<file path="src/rtl/uart_bit_timer.sv">
// Runtime-configurable UART bit timer: mid-bit and end-of-bit strobes plus bit index
// for one frame per accepted start. Divisor and frame format are captured at accept.
//   state | meaning
//   IDLE  | no frame open, waiting for start
//   RUN   | frame open, counting bit cells
module uart_bit_timer #(
  parameter int CNT_W   = 16,
  parameter int DIV_MIN = 2
) (
  input  logic             clk,
  input  logic             rst,
  input  logic             start,
  input  logic             abort,
  input  logic [CNT_W-1:0] baud_div,
  input  logic [1:0]       data_bits,
  input  logic             parity_en,
  input  logic             stop_two,
  output logic             busy,
  output logic             bit_mid,
  output logic             bit_end,
  output logic [3:0]       bit_idx,
  output logic             frame_done
);

  typedef enum logic {IDLE, RUN} state_t;

  state_t           state;
  logic [CNT_W-1:0] cnt;
  logic [CNT_W-1:0] div_q;
  logic [CNT_W-1:0] div_new;
  logic [CNT_W-1:0] cnt_inc;
  logic [3:0]       len_q;
  logic [3:0]       len_new;
  logic             last_bit;

  always_comb begin
    div_new  = (baud_div < CNT_W'(DIV_MIN)) ? CNT_W'(DIV_MIN) : baud_div;
    len_new  = 4'd7 + {2'b00, data_bits} + {3'b000, parity_en} + {3'b000, stop_two};
    cnt_inc  = cnt + CNT_W'(1);
    last_bit = (bit_idx == (len_q - 4'd1));
  end

  // Strobes are computed one cycle ahead from cnt_inc so they line up with cnt.
  always_ff @(posedge clk) begin
    if (rst) begin
      state      <= IDLE;
      cnt        <= '0;
      div_q      <= '0;
      len_q      <= '0;
      busy       <= 1'b0;
      bit_mid    <= 1'b0;
      bit_end    <= 1'b0;
      bit_idx    <= '0;
      frame_done <= 1'b0;
    end else begin
      bit_mid    <= 1'b0;
      bit_end    <= 1'b0;
      frame_done <= 1'b0;
      case (state)
        IDLE: begin
          if (start) begin
            state   <= RUN;
            busy    <= 1'b1;
            cnt     <= '0;
            bit_idx <= '0;
            div_q   <= div_new;
            len_q   <= len_new;
          end
        end
        RUN: begin
          if (abort) begin
            state   <= IDLE;
            busy    <= 1'b0;
            cnt     <= '0;
            bit_idx <= '0;
          end else if (cnt == div_q) begin
            cnt <= '0;
            if (last_bit) begin
              bit_idx <= '0;
              if (start) begin
                div_q <= div_new;
                len_q <= len_new;
              end else begin
                state <= IDLE;
                busy  <= 1'b0;
              end
            end else begin
              bit_idx <= bit_idx + 4'd1;
            end
          end else begin
            cnt        <= cnt_inc;
            bit_mid    <= (cnt_inc == (div_q >> 1));
            bit_end    <= (cnt_inc == div_q);
            frame_done <= (cnt_inc == div_q) && last_bit;
          end
        end
        default: state <= IDLE;
      endcase
    end
  end

endmodule

</file>
<file path="config.mk">
export PLATFORM = sky130hd
export DESIGN_NAME = uart_bit_timer
export DESIGN_NICKNAME = d
export VERILOG_FILES = /design/src/rtl/uart_bit_timer.sv
export SDC_FILE = /design/constraint.sdc
export NUM_CORES = 1
export LEC_CHECK = 0
export CORE_MARGIN = 2
export CORE_UTILIZATION = 41
export DETAILED_ROUTE_END_ITERATION = 12
export PLACE_DENSITY_LB_ADDON = 0.2
export SKIP_LAST_GASP = 1
export SYNTH_ARGS = -nofsm -noshare
export SYNTH_HDL_FRONTEND = slang
export SYNTH_SLANG_ARGS = --single-unit
</file>
<file path="constraint.sdc">
create_clock -name clk -period 3.2 [get_ports clk]
set_input_delay 0.8 -clock clk [delete_from_list [all_inputs] [get_ports clk]]
set_output_delay 0.8 -clock clk [all_outputs]
set_load 0.01 [all_outputs]
</file>
==> run_results.csv <==
group,metric,value,unit
clock_network,hold_buffers,0,
setup_path,crit_chain,"ha_1 > nand4_1 > or4_1 > xnor2_2 > nand4_1 > or4b_1 > a2111oi_2",
synthesis,synth_common_cells,"45 x dfxtp_1, 39 x nor2_1, 39 x xnor2_1, 24 x nand2_1, 23 x o21ai_0",
setup_path,worst_setup_path_start_kind,"flip-flop",
synthesis,ys_seq_area_share,29.5,%
grt,antenna_found_initial,0,
die,coreArea,7250,µm²
place,port-buffer-count,31,
sta,fin_crit,2.93,ns
synthesis,ys.flop_type,"dfxtp_1",
sta,worstMarginPinSlew,0.797,ns
setup_path,ff2ff_setup_slack,0.27,ns
clock_network,clk_pin_slew,0.10,ns
setup_path,worstPathRequired,3.41,ns
setup_path,cpMaxStageDelayCell,"or4_1",
setup_path,worstSetupEndpointType,"flip-flop",
sta,tns,0,ns
finish,layout-drive-gt1-share,7.67,%
clock_network,cts_tree,"built",
synthesis,synth_edf_count,0,
route,drt-wirelength-per-cell,15.8,µm
setup_path,crit_start,"cnt[0]",
setup_path,timing.rr.start,"cnt[0]",
sta,post-route-period-util,91.4,%
die,dieArea,8160,µm²
grt,grt_pass1_vias,2648,
power_and_ir_drop,p_int,0.953,mW
die,io_pins,32,
sta,drv_slew,0,
synthesis,yosysTopAreaCellShare,29.5,%
sta,setup_viol,0,
setup_path,crit_path_max_incr_delay,0.65,ns
synthesis,synth_fp_nets,409,
sta,relSlewSlack,46.4,%
synthesis,synth_seq_cells,45,
power_and_ir_drop,power_frac_comb,17.7,%
route,routed.top_layer,"met4",
synthesis,yosys-top-cells-area,"dfxtp_1 29%, xnor2_1 11%, mux2i_1 6.5%, nor2_1 4.8%, o21ai_0 3.8%",
finish,area_delta_synth_final,17.5,%
clock_network,clk_latency,0.30,ns
die,core.rowCount,31,
synthesis,synth_area,3060,µm²
setup_path,arrival,3.13,ns
finish,fin_area,3590,µm²
synthesis,synth_cell_types,52,
route,ant_nets,0,
grt,grtUsageTotal,19.8,%
grt,grt_remaining_overflow,0,
power_and_ir_drop,leakagePower,1.37,nW
synthesis,synth_async_sr_flop_share,0,%
grt,grt_pass1_wl,13300,µm
finish,n_antenna_cell,0,
route,dr.pass1.iters,4,
route,wl_met2,3810,µm
place,place_area,3470,µm²
setup_path,timing_worst_setup_path_type,"flip-flop to flip-flop",
synthesis,synth.most_common_cell,"dfxtp_1",
setup_path,path_max_fanout,7,
synthesis,synth_area_per_cell,8.09,µm²
setup_path,reg2reg_depth,7,
power_and_ir_drop,switchingPower,0.354,mW
place,hpwl,6080,µm
flow_run,cap_viol_max_count,0,
sta,max_freq,342,MHz
clock_network,numCtsBuffers,5,
route,wl_met3,308,µm
grt,grt_max_degree,29,
route,via_per_inst,5.48,
min_path,hold_start,"len_q[1]",
power_and_ir_drop,power_frac_seq,46.9,%
power_and_ir_drop,ir_worst_vdd,206,µV
finish,fin_nets,434,
power_and_ir_drop,pwr_density_cell,364,nW/µm²
sta,rsz0062_at_grt,"false",
route,wl_met1,3730,µm
outcome,outcome,"finished clean",
min_path,hp-class,"flip-flop to flip-flop",
clock_network,cts-root-buf,"clkbuf_8",
place,gp_congestion,0.963,
sta,fin_skew,0.00997,ns
clock_network,h-tree-depth,2,
route,drt_iter0_markers,171,
setup_path,crit_path_frequent_cell,"nand4_1",
clock_network,clock_sinks,45,
route,drt-total-wl,7940,µm
power_and_ir_drop,swShare,27.1,%
clock_network,cts_setup_buffers,0,
power_and_ir_drop,clock_power_share,35.3,%
sta,finalHoldViolCount,0,
min_path,hold-path-endpoint,"len_q[1]",
die,fp.dieW,90.4,µm
clock_network,clockBufferDepth,2,
synthesis,syn_inst,378,
min_path,holdPathStages,2,
synthesis,yosys.area.top_type,"dfxtp_1",
die,initial_core_util,42.2,%
route,drc,0,
route,vias,2758,
synthesis,ys_warn_count,0,
die,fp.dieH,90.4,µm
clock_network,ctsResizeCount,0,
setup_path,reg2reg_to,"bit_mid",
-- flip-flops by register name (all words and copies together) (netlist names) --
| signal | count |
|---|---|
| div_q | 16 |
| busy | 1 |
| frame_done | 1 |
| bit_mid | 1 |
| len_q | 4 |
| bit_end | 1 |
| bit_idx | 4 |
| state | 1 |
| cnt | 16 |
-- power groups by stage --
stage	clock, mW	combinational, mW	sequential, mW
after floorplan	0	0.160	0.612
after global placement	0	0.228	0.626
after detailed placement	0	0.232	0.626
after CTS	0.472	0.233	0.613
after global routing	0.491	0.255	0.618
final	0.462	0.232	0.614
-- worst max-delay path by stage --
stage	endpoint	slack, ns	cells after the start
after CTS	bit_mid	0.24	7
final	bit_mid	0.27	7
after detailed placement	bit_mid	0.27	7
after floorplan	bit_mid	0.56	8
after global routing	bit_mid	0.04	7
after global placement	bit_mid	0.39	7
-- routing by layer --
layer,vias up,global-route usage (%)
met5,-,0
met4,0,5.13
met3,8,2.34
met2,69,33.3
met1,1306,27.1
li1,1375,-
-- kinds of logic (layout without fill, tap and decap cells) --
| group | Yosys count | after routing | synth area share (%) |
|---|---|---|---|
| fa+ha+maj | 7 | 7 | 3.11 |
| mux | 20 | 20 | 6.55 |
| compound gates | 62 | 62 | 13.2 |
| flops | 45 | 45 | 29.5 |
| buf+inv | 45 | 71 | 6.55 |
| xor+xnor | 54 | 54 | 16.2 |
| simple gates | 145 | 145 | 25.0 |
-- critical path, delay by kind of cell (launching register included) --
kind / cells / cell delay [ns]
AOI/OAI and AO/OA: 1 / 0.34
xor gates and xnor gates: 1 / 0.18
adders and majority gates: 1 / 0.31
DFF: 1 / 0.46
and+or+nand+nor: 4 / 1.55
-- area by class of cell --
class	count	area, µm²
Tap cell	99	124
Multi-Input combinational cell	288	1960
Fill cell	727	3660
Clock buffer	6	82.6
Clock inverter	2	37.5
Inverter	17	63.8
Sequential cell	45	901
Timing Repair Buffer	46	423
-- metrics by stage --
| step | utilization (%) | hold slack (ns) | cells | worst slack (ns) | total power, mW |
|---|---|---|---|---|---|
| 4_1_cts | 49.5 | 0.491 | 503 | 0.244 | 1.32 |
| 3_3_place_gp | 47.9 | 0.455 | 495 | 0.391 | 0.853 |
| 5_1_grt | 49.5 | 0.513 | 503 | 0.0443 | 1.36 |
| 2_1_floorplan | - | 0.445 | 378 | 0.555 | 0.772 |
| 3_5_place_dp | 47.9 | 0.480 | 495 | 0.270 | 0.858 |
| 6_report | 49.5 | 0.489 | 503 | 0.274 | 1.31 |
-- layout by cell type, fill, tap and decap left out, types with 8 or more instances in the layout --
cell,instances
a21oi_1,11
nand2_1,24
dfxtp_1,45
inv_1,17
o21ai_0,23
nor4_1,8
xor2_1,13
clkdlybuf4s50_1,31
nand4_1,14
nand3_1,11
mux2i_1,20
nor3_1,15
buf_4,15
nor2_1,39
xnor2_1,39
(Power assumes the default switching activity.)
